**config.mk**
```make
export PLATFORM = sky130hd
export DESIGN_NAME = mem_stage_flat
export DESIGN_NICKNAME = d
export VERILOG_FILES = /design/src/rtl/mem_stage_if.sv /design/src/rtl/mem_stage.sv /design/src/flat_wrapper.sv
export SDC_FILE = /design/constraint.sdc
export NUM_CORES = 1
export LEC_CHECK = 0
export CORE_ASPECT_RATIO = 0.9
export CORE_MARGIN = 2
export CORE_UTILIZATION = 43
export DETAILED_ROUTE_END_ITERATION = 6
export GPL_TIMING_DRIVEN = 0
export PLACE_DENSITY = 0.82
export SLEW_MARGIN = 20
export SYNTH_ARGS = -nofsm -noshare
export SYNTH_HDL_FRONTEND = slang
export SYNTH_SLANG_ARGS = --single-unit
```
**constraint.sdc**
```tcl
create_clock -name clk -period 3.31 [get_ports clk]
set_input_delay 0.662 -clock clk [delete_from_list [all_inputs] [get_ports clk]]
set_output_delay 0.662 -clock clk [all_outputs]
set_load 0.02 [all_outputs]
```
**src/rtl/mem_stage_if.sv**
```systemverilog
// Execute-to-WB bundle, data-memory port and status signals of the memory stage.
interface mem_stage_if #(
  parameter int unsigned DW = 16,
  parameter int unsigned RW = 4
);
  logic          in_valid;
  logic [15:0]   instr;
  logic [DW-1:0] alu_result;
  logic [DW-1:0] store_data;
  logic [RW-1:0] reg_dst;
  logic          reg_write;
  logic          stall;
  logic [DW-1:0] mem_addr;
  logic [DW-1:0] mem_wdata;
  logic          mem_re;
  logic          mem_we;
  logic [DW-1:0] mem_rdata;
  logic          mem_rdy;
  logic          wb_valid;
  logic [DW-1:0] wb_data;
  logic [RW-1:0] wb_dst;
  logic          wb_we;
  logic [15:0]   stall_cnt;

  modport master (
    output in_valid, instr, alu_result, store_data, reg_dst, reg_write,
    output mem_rdata, mem_rdy,
    input  stall, mem_addr, mem_wdata, mem_re, mem_we,
    input  wb_valid, wb_data, wb_dst, wb_we, stall_cnt
  );

  modport slave (
    input  in_valid, instr, alu_result, store_data, reg_dst, reg_write,
    input  mem_rdata, mem_rdy,
    output stall, mem_addr, mem_wdata, mem_re, mem_we,
    output wb_valid, wb_data, wb_dst, wb_we, stall_cnt
  );
endinterface

```
**src/rtl/mem_stage.sv**
```systemverilog
// Memory pipeline stage: issues LW/SW over a ready-handshaked port, registers the
// write-back bundle and counts stall cycles (saturating).
module mem_stage #(
  parameter int unsigned DW    = 16,
  parameter int unsigned RW    = 4,
  parameter logic [3:0]  OP_LW = 4'b1000,
  parameter logic [3:0]  OP_SW = 4'b1001
) (
  input logic        clk,
  input logic        rst,
  mem_stage_if.slave bus
);
  typedef enum logic {IDLE, BUSY} stateT;

  stateT         state;
  logic [RW-1:0] pendDst;
  logic          pendWe;
  logic [3:0]    opcode;
  logic          unusedInstr;

  assign opcode      = bus.instr[15:12];
  assign unusedInstr = ^bus.instr[11:0];
  assign bus.stall   = (state == BUSY);

  always_ff @(posedge clk or posedge rst) begin
    if (rst) begin
      state         <= IDLE;
      pendDst       <= '0;
      pendWe        <= 1'b0;
      bus.mem_addr  <= '0;
      bus.mem_wdata <= '0;
      bus.mem_re    <= 1'b0;
      bus.mem_we    <= 1'b0;
      bus.wb_valid  <= 1'b0;
      bus.wb_data   <= '0;
      bus.wb_dst    <= '0;
      bus.wb_we     <= 1'b0;
      bus.stall_cnt <= '0;
    end else begin
      bus.wb_valid <= 1'b0;
      if (state == BUSY && bus.stall_cnt != '1)
        bus.stall_cnt <= bus.stall_cnt + 16'd1;

      unique case (state)
        IDLE: begin
          if (bus.in_valid) begin
            if (opcode == OP_LW) begin
              bus.mem_addr <= bus.alu_result;
              bus.mem_re   <= 1'b1;
              pendDst      <= bus.reg_dst;
              pendWe       <= bus.reg_write;
              state        <= BUSY;
            end else if (opcode == OP_SW) begin
              bus.mem_addr  <= bus.alu_result;
              bus.mem_wdata <= bus.store_data;
              bus.mem_we    <= 1'b1;
              pendDst       <= bus.reg_dst;
              pendWe        <= 1'b0;
              state         <= BUSY;
            end else begin
              bus.wb_valid <= 1'b1;
              bus.wb_data  <= bus.alu_result;
              bus.wb_dst   <= bus.reg_dst;
              bus.wb_we    <= bus.reg_write;
            end
          end
        end
        BUSY: begin
          if (bus.mem_rdy) begin
            // mem_re still distinguishes a load from a store on the completing edge
            bus.wb_data  <= bus.mem_re ? bus.mem_rdata : bus.mem_addr;
            bus.wb_dst   <= pendDst;
            bus.wb_we    <= pendWe;
            bus.wb_valid <= 1'b1;
            bus.mem_re   <= 1'b0;
            bus.mem_we   <= 1'b0;
            state        <= IDLE;
          end
        end
        default: state <= IDLE;
      endcase
    end
  end
endmodule

```
**src/flat_wrapper.sv**
```systemverilog
// flat-port wrapper written by rule: the top's interface ports become plain ports
module mem_stage_flat 
#(
  parameter int unsigned DW    = 16,
  parameter int unsigned RW    = 4,
  parameter logic [3:0]  OP_LW = 4'b1000,
  parameter logic [3:0]  OP_SW = 4'b1001
)
  (clk, rst, bus_in_valid, bus_instr, bus_alu_result, bus_store_data, bus_reg_dst, bus_reg_write, bus_mem_rdata, bus_mem_rdy, bus_stall, bus_mem_addr, bus_mem_wdata, bus_mem_re, bus_mem_we, bus_wb_valid, bus_wb_data, bus_wb_dst, bus_wb_we, bus_stall_cnt);
  mem_stage_if #(.DW(DW), .RW(RW)) bus_i ();
  input logic clk;
  input logic rst;
  input wire logic [$bits(bus_i.in_valid)-1:0] bus_in_valid;
  input wire logic [$bits(bus_i.instr)-1:0] bus_instr;
  input wire logic [$bits(bus_i.alu_result)-1:0] bus_alu_result;
  input wire logic [$bits(bus_i.store_data)-1:0] bus_store_data;
  input wire logic [$bits(bus_i.reg_dst)-1:0] bus_reg_dst;
  input wire logic [$bits(bus_i.reg_write)-1:0] bus_reg_write;
  input wire logic [$bits(bus_i.mem_rdata)-1:0] bus_mem_rdata;
  input wire logic [$bits(bus_i.mem_rdy)-1:0] bus_mem_rdy;
  output wire logic [$bits(bus_i.stall)-1:0] bus_stall;
  output wire logic [$bits(bus_i.mem_addr)-1:0] bus_mem_addr;
  output wire logic [$bits(bus_i.mem_wdata)-1:0] bus_mem_wdata;
  output wire logic [$bits(bus_i.mem_re)-1:0] bus_mem_re;
  output wire logic [$bits(bus_i.mem_we)-1:0] bus_mem_we;
  output wire logic [$bits(bus_i.wb_valid)-1:0] bus_wb_valid;
  output wire logic [$bits(bus_i.wb_data)-1:0] bus_wb_data;
  output wire logic [$bits(bus_i.wb_dst)-1:0] bus_wb_dst;
  output wire logic [$bits(bus_i.wb_we)-1:0] bus_wb_we;
  output wire logic [$bits(bus_i.stall_cnt)-1:0] bus_stall_cnt;
  assign bus_i.in_valid = bus_in_valid;
  assign bus_i.instr = bus_instr;
  assign bus_i.alu_result = bus_alu_result;
  assign bus_i.store_data = bus_store_data;
  assign bus_i.reg_dst = bus_reg_dst;
  assign bus_i.reg_write = bus_reg_write;
  assign bus_i.mem_rdata = bus_mem_rdata;
  assign bus_i.mem_rdy = bus_mem_rdy;
  assign bus_stall = bus_i.stall;
  assign bus_mem_addr = bus_i.mem_addr;
  assign bus_mem_wdata = bus_i.mem_wdata;
  assign bus_mem_re = bus_i.mem_re;
  assign bus_mem_we = bus_i.mem_we;
  assign bus_wb_valid = bus_i.wb_valid;
  assign bus_wb_data = bus_i.wb_data;
  assign bus_wb_dst = bus_i.wb_dst;
  assign bus_wb_we = bus_i.wb_we;
  assign bus_stall_cnt = bus_i.stall_cnt;
  mem_stage #(.DW(DW), .RW(RW), .OP_LW(OP_LW), .OP_SW(OP_SW)) u_core (.clk(clk), .rst(rst), .bus(bus_i));
endmodule
```
# --- Yosys cells after proc, flatten, opt, wreduce, memory -nomap -nowiden ---
# Index checks and enable logic that the tools add are counted.
totals:
  ff_bits: 78
  input_bits: 73
  output_inout_bits: 73
  word_cells: 71
classes:
  n_bitwise: 2
  eq_ne: 9
  n_mux: 40
  n_reduce_logical: 7
  n_addsub: 1
op_table:
  columns: ["cell", "n"]
  rows:
  - ["$mux W16", 7]
  - ["$pmux W16 S2", 1]
  - ["$mux W4", 6]
  - ["$mux W1", 20]
  - ["$add A16 B1 Y16 const B", 1]
  - ["$ne A16 B16 Y1 const B", 1]
  - ["$reduce_and A4 Y1", 3]
  - ["$pmux W1 S2", 5]
  - ["$eq A4 B4 Y1 const B", 2]
  - ["$ne A2 B2 Y1 const B", 4]
  - ["$pmux W4 S2", 1]
  - ["$reduce_and A3 Y1", 2]
  - ["$ne A2 B1 Y1 const B", 2]
  - ["$not A1 Y1", 2]
  - ["$reduce_bool A2 Y1", 1]
  - ["$logic_and A1 B1 Y1", 1]

# --- Depth between registers and ports, before layout ---
# Gate-level depths: netlist of the first run.
depth:
  depth_word: 5
  mapped_depth: 6
  depth_no_buf: 5

# --- Worst setup path before layout of the first run ---
# No wires, ideal clock.
synth_timing:
  kind: "flip-flop to flip-flop"
  start: "register u_core.bus.stall_cnt[0]"
  end: "register u_core.bus.stall_cnt[1]"
  setup_time_ns: 0.125
  required_time_ns: 3.185
  arrival_time_ns: 1.670
  path_slack_ns: 1.515
  period_less_slack_ns: 1.795
  n_path_buf: 0
  path_stages_with_launch: 6
  path_cell_list: "dfrtp_1 -> ha_1 -> nand4_1 -> nor4_4 -> nand2b_1 -> mux2_2"
synth_via:
  elab_chain_len: 2
  word_cells_on_any_way: 3
  cone_classes: "add/sub: 1; eq/ne: 1; reduce/logical: 1"
synth_lines:
  columns: ["item", "line_no", "source"]
  rows:
  - ["from (decl)", "mem_stage_if.sv:36", "output wb_valid, wb_data, wb_dst, wb_we, stall_cnt"]
  - ["from (signal assigned)", "mem_stage.sv:42", "bus.stall_cnt <= bus.stall_cnt + 16'd1;"]
  - ["parallel branches: the longest is 2 deep, another holds $add A16 B1 Y16", null, null]
# Parallel ways; which one is timed is not known.
# A chain may end at the register's enable or synchronous reset.

# --- Final worst setup path of the first run ---
layout_timing:
  start: "register u_core.state, in the netlist u_core.bus.stall"
  end: "output bus_stall"
layout_lines:
  columns: ["item", "line_no", "source"]
  rows:
  - ["from (decl)", "mem_stage.sv:15", "stateT state;"]
  - ["from (signal assigned)", "mem_stage.sv:27", "state <= IDLE;"]
  - ["from (signal assigned)", "mem_stage.sv:52", "state <= BUSY;"]
  - ["from (signal assigned)", "mem_stage.sv:59", "state <= BUSY;"]
  - ["to (decl)", "flat_wrapper.sv:21", "output wire logic [$bits(bus_i.stall)-1:0] bus_stall;"]
# No word-level cell between the ends.

==> run metrics, run 1 <==
outcome completed; DP Wirelength 6510 µm; Setup WS post-layout 1150 ps; Yosys cell types 36; CP Class reg -> out; initial antenna violation count 0; Power, Total 0.00287 W; # setup viols final 0; DIE AREA about 0.009 mm²; Max Cap Viol 0; Final Net Count a little over 500; Max Fclk 464 MHz; CTS tree yes; CTS Buffer Depth 2; clock latency at the later pin of the worst-skew pair 340 ps; vias per cell around 5.2; GRT overflow 0; fin crit share 0.651; Chip Height approximately 89 µm; Peak VDD IR roughly 0.38 mV; met2 global-route usage 0.355; hold_ws between 400 and 500 ps; Worst EP required between 2000 and 3000 ps; met3 Use GR 0.0594; IO buf count around 130; Final Max Tran Viols 0; Final Skew about 6.4 ps; number of core rows 31; Clock Root Buffer clkbuf_8; post-route cell area roughly 0.005 mm²; Layout area overhead 47.3%; DIE WIDTH around 100 µm; Ports about 150; share of cells above drive strength 1 0.164; Min Clock Period, post-route approximately 2200 ps; final wirelength between 8000 and 9000 µm; YS warnings 0; Post-Layout Cell Count 544; register area share after synthesis 0.563; cells after synthesis about 300; post-CTS sizing 0; Cell Pwr Density approximately 560 mW/mm²; maximum number of pins on one net before global-route repair between 40 and 50; vias in the first global route roughly 2800; hold violation total from the final report 0; Syn Std Cell Area 0.00347 mm²; Cell Area, Placed 0.00495 mm²; Initial Util 0.436; cell chain of the critical path clkdlybuf4s50_1; first-pass GRT wire length about 14000 µm; GRT met1 Usage 0.244; synthesized area per cell between 10 and 15 µm²; All-Layer GR Usage 0.200; Hold Crit Class reg -> reg; slowest stage delay, CP 660 ps; Clock Sink Count a little under 80; CTS Hold Bufs 0; Iteration-0 DRC Markers between 90 and 100; antenna viol nets, final 0; Yosys reg bits approximately 80; Crit path buffers/inverters 1; Slowest cell on crit path clkdlybuf4s50_1; RSZ-0062 raised after global routing false; crit path capture type output pin; DP Worst Slack between 800 and 900 ps; delay-heaviest family, CP buffers and inverters; Slew HR 0.629; layer with the highest usage met2; Setup Buffers After CTS 0; Static Leak about 2.3 nW; Remaining DRCs 0; ys async rst share 1.00; drt first pass iters 4; predominant post-synthesis flop cell dfrtp_1; Startpoint Class flip-flop; Post-Syn Nets 371; CTS Buf Count 9; Post-synth EDFFs 0; arrival time at the worst endpoint between 1000 and 1500 ps; CTS H-Tree Depth 3; critical-path maximum fanout 7; routed len/inst 16.2 µm; DR vias 2823; Core Region just under 0.008 mm²; Ant. Diodes 0; worst slew pin tran between 500 and 600 ps; Worst-path clk slew approximately 80 ps; gpl congestion approximately 0.76; placed insts 530
[synth_stat cells (all sizes together) (2+ instances only)]
master  number  area (µm²)
or3          2        17.5
nand4        5        37.5
dfrtp       78        1950
a31oi        3        18.8
clkbuf       4        16.3
xor2         4        35.0
buf          9        50.0
nor2        24        90.1
o21ai       24         120
mux2        37         417
inv          6        22.5
o22ai        2        12.5
nand2       27         101
nand3        7        40.0
a21oi       20         100
nor3b        2        25.0
xnor2        5        43.8
mux2i       23         230
nor3         5        35.0
nor4         2        33.8
[per-stage QoR]
step | util | TNS (ps)
global placement | 0.619 | -49050
detailed placement | 0.623 | 0
finish | 0.643 | 0
floorplan | - | 0
global route | 0.643 | 0
CTS | 0.643 | 0
[sequential cells by signal, indices dropped and copies added (netlist names)]
register              count
u_core.bus.mem_addr      16
u_core.bus.mem_wdata     16
u_core.bus.stall_cnt     16
u_core.bus.wb_data       16
u_core.bus.wb_dst         4
u_core.pendDst            4
u_core.bus.mem_re         1
u_core.bus.mem_we         1
u_core.bus.stall          1
u_core.bus.wb_valid       1
u_core.bus.wb_we          1
u_core.pendWe             1
[power by group]
group	switching, W	total, W	internal, W
registers	0.000140	0.00128	0.00114
clock network	0.000320	0.000603	0.000283
logic	0.000467	0.000989	0.000522
total	0.000927	0.00287	0.00195
[worst min-delay path: cells and delay by family, from the launching register on]
kind / cells / cell delay (ps)
AND/OR/NAND/NOR: 1 / 40
flip-flops: 1 / 340
AO/OA/AOI/OAI: 1 / 60
[routing by layer]
metal	wire, µm	vias up
met5	0	-
met4	63	0
met3	493	7
met2	4620	91
met1	3650	1392
li1	-	1333
[layout by cell type (no fill, tap or decap), drive strengths merged, types with 2 or more instances in the layout]
cell / netlist / routed
nand2: 27 / 27
dfrtp: 78 / 78
nand3: 7 / 7
nor3: 5 / 5
nor2: 24 / 24
clkinv: 0 / 2
mux2: 37 / 37
xor2: 4 / 4
a21oi: 20 / 20
clkdlybuf4s50: 0 / 133
nand4: 5 / 5
or3: 2 / 2
clkbuf: 4 / 16
o21ai: 24 / 24
a31oi: 3 / 3
buf: 9 / 10
o22ai: 2 / 2
mux2i: 23 / 23
nor3b: 2 / 2
xnor2: 5 / 5
inv: 6 / 6
nor4: 2 / 2
[logic make-up (layout without fill, tap and decap cells)]
kind of cell               count (synthesis)  in the layout  synth area share
adders and majority gates                  1              1           0.00361
AOI/OAI and AO/OA                         51             51            0.0786
xor gates and xnor gates                   9              9            0.0227
DFF                                       78             78             0.563
buffers and inverters                     19            167            0.0256
and+or+nand+nor                           79             79             0.120
muxes                                     60             60             0.186
[path summary, 6_finish.rpt]
check | from | endpoint | slack [ps] | depth (start not counted)
worst max-delay path | u_core.bus.stall | bus_stall | 1150 | 1
worst min-delay path | u_core.bus.wb_data[4] | u_core.bus.wb_data[4] | 480 | 2
worst max register to register | u_core.bus.stall_cnt[0] | u_core.bus.stall_cnt[1] | 1450 | 5
max in group asynchronous | rst | u_core.bus.mem_re | 2060 | 3
min in group asynchronous | rst | u_core.bus.mem_wdata[14] | 680 | 2
worst min register to register | u_core.bus.wb_data[4] | u_core.bus.wb_data[4] | 480 | 2
[cell type report]
type / count / area [µm²]
inverter: 6 / 25.0
timing repair buffer: 134 / 1360
tap: 99 / 124
clock buffer: 12 / 145
clock inverter: 2 / 10.0
buffer: 13 / 66.3
multi-input combinational: 200 / 1430
sequential: 78 / 1950
fill: 615 / 2840
Power figures use the tool's default switching activity.
==> run 2, diff against run 1 <==
clock period = 2 ns   (was 3.31 ns; I/O delays follow)
==> run 2 against run 1 <==
Clock skew is 2.2 ps higher. Power is 75% higher. Core utilization is 1.1 points higher. Critical path type unchanged. Highest routed layer unchanged. Via count is 0.28% lower. Final cell count is 0.74% higher. Critical path depth stayed put. Clock power is 110% higher. Die area stayed put. Sequential power is 66% higher.
==> run metrics, run 2 (synthesis results as in run 1) <==
CTS Hold Bufs 0 (unchanged); leading cell type in the layout, fill and taps excluded clkdlybuf4s50_1; final wirelength 8540 µm (-3.3%); setup_tns 0 ps (unchanged); Final Net Count 519 (+0.58%); Final Max Tran Viols 0 (unchanged); vias in the first global route 2793 (-0.29%); Slew HR 0.625 (-0.00371); critical-path maximum fanout 7 (unchanged); CTS tree yes; commonest cells after routing, fill and taps aside 133 x clkdlybuf4s50_1, 77 x dfrtp_1, 37 x mux2_2; maximum number of pins on one net before global-route repair 34 (-26%); DIE AREA 0.00880 mm² (unchanged); Max Fclk around 530 MHz; Final Skew 8.64 ps (+2.19 ps); Startpoint Class flip-flop; Static Leak 2.28 nW (+1.1%); Core Region 0.00795 mm² (unchanged); CTS H-Tree Depth 3 (unchanged); first-pass GRT wire length 14000 µm (+0.69%); post-route cell area 0.00520 mm² (+1.7%); Ports 146 (unchanged); Min Clock Period, post-route approximately 1900 ps; initial antenna violation count 0 (unchanged); worst slew pin tran 562 ps (+5.56 ps); Chip Height 89.2 µm (unchanged); IO buf count 133 (unchanged); Power, Total 0.00503 W (+75%); Initial Util 0.436 (unchanged); GRT overflow 0 (unchanged); Max Cap Viol 0 (unchanged); Crit path buffers/inverters 1 (unchanged); Multi-input gate area 0.00143 mm² (+0.17%); outcome completed; DIE WIDTH 98.7 µm (unchanged); CP Class reg -> out; delay-heaviest family, CP buffers and inverters; gpl congestion 0.759 (-0.45%); Iteration-0 DRC Markers 77 (-21%); Worst EP required 1600 ps (-1050 ps); Seq. cell area 0.00195 mm² (about the same); Ant. Diodes 0 (unchanged); Cell Area, Placed 0.00497 mm² (+0.28%); vias per cell 5.14 (-1.0%); Peak VDD IR 0.659 mV (+72%); Layout area overhead 49.8%; share of cells above drive strength 1 0.180 (+0.0164); number of core rows 31 (unchanged); slowest stage delay, CP 670 ps (about the same); Hold Crit Class in -> async; routed len/inst 15.6 µm (-4.0%); Remaining DRCs 0 (unchanged); All-Layer GR Usage 0.202 (+0.00144); DR vias 2815 (-0.28%); Cell Pwr Density 967 mW/mm² (+72%); Clock Sink Count 78 (unchanged); Fillers 655 (+6.5%); clock latency at the later pin of the worst-skew pair 340 ps (about the same); fin crit share 0.946; Worst-path clk slew 80 ps (about the same); crit path capture type output pin; # setup viols final 0 (unchanged); CTS Buffer Depth 2 (unchanged); RSZ-0062 raised after global routing false; Clock Root Buffer clkbuf_8; CTS Buf Count 9 (unchanged); arrival time at the worst endpoint 1490 ps (about the same); hold violation total from the final report 0 (unchanged); drt first pass iters 7 (+3); antenna viol nets, final 0 (unchanged); Post-Route Utilization 0.654 (+0.0112); Slowest cell on crit path clkdlybuf4s50_1; DP Wirelength 6470 µm (-0.55%); cell chain of the critical path clkdlybuf4s50_1
-- run 2: changes by cell type in the layout (fill, tap and decap cells not counted) --
cell / previous run / this run
dfrtp_2: 0 / 1
clkbuf_8: 10 / 9
ha_1: 1 / 0
clkbuf_1: 5 / 3
buf_12: 0 / 2
bufinv_16: 0 / 2
dfrtp_1: 78 / 77
inv_4: 1 / 0
buf_16: 1 / 0
clkinv_2: 2 / 1
ha_2: 0 / 1
buf_4: 2 / 4
clkinvlp_4: 0 / 4
-- run 2: where the power goes --
part | switching, W | internal, W
registers | 0.000234 | 0.00189
logic | 0.000774 | 0.000872
clock network | 0.000560 | 0.000693
-- run 2: final timing paths --
kind,start,endpoint,slack [ps],cells past startpoint
max,u_core.bus.stall,bus_stall,110,1
max in group asynchronous,rst,u_core.bus.stall_cnt[0],1090,3
min,rst,u_core.bus.wb_data[7],410,2
min reg2reg,u_core.bus.wb_dst[0],u_core.bus.wb_dst[0],480,2
max reg2reg,u_core.bus.stall_cnt[1],u_core.bus.stall_cnt[1],130,5
min in group clk,u_core.bus.wb_dst[0],u_core.bus.wb_dst[0],480,2
-- run 2: metal layers --
metal | GRT usage | up-vias | part of all wire
met5 | 0 | - | 0
met4 | 0.0535 | 0 | 0.0083
met3 | 0.0579 | 6 | 0.058
met2 | 0.341 | 83 | 0.51
met1 | 0.260 | 1391 | 0.43
li1 | - | 1335 | -
-- run 2: cell type report --
cell class                 count  share of cell area
timing repair buffer         137               0.267
sequential                    78               0.376
buffer                        13              0.0128
tap                           99              0.0238
inverter                       6             0.00505
multi-input combinational    200               0.275
clock inverter                 6              0.0168
clock buffer                   9              0.0238
-- run 2: worst reg2reg max path: cells and delay by family (launching register included) --
kind / cells / cell delay, ps
flip-flops: 1 / 410
adder cells (fa/ha/maj): 1 / 250
AND/OR/NAND/NOR: 3 / 770
multiplexers: 1 / 340
-- run 2: timing repair --
action / in CTS / in global routing
endpoints found under the setup margin: 0 / 1
resized for setup: 0 / 2
buffers inserted: 0 / 2
-- run 2: through the flow --
step,hold slack (ps),worst slack (ps),cells
final,415,108,548
after global routing,418,23.9,548
after CTS,409,86.2,546
after detailed placement,474,-224,531
after global placement,465,-203,529
after floorplan,473,205,297
==> run 3, diff against run 2 <==
TNS_END_PERCENT = 50   (was default)
==> results of run 3 <==
No change in the layout: final DEF, timing and power equal those of run 2.
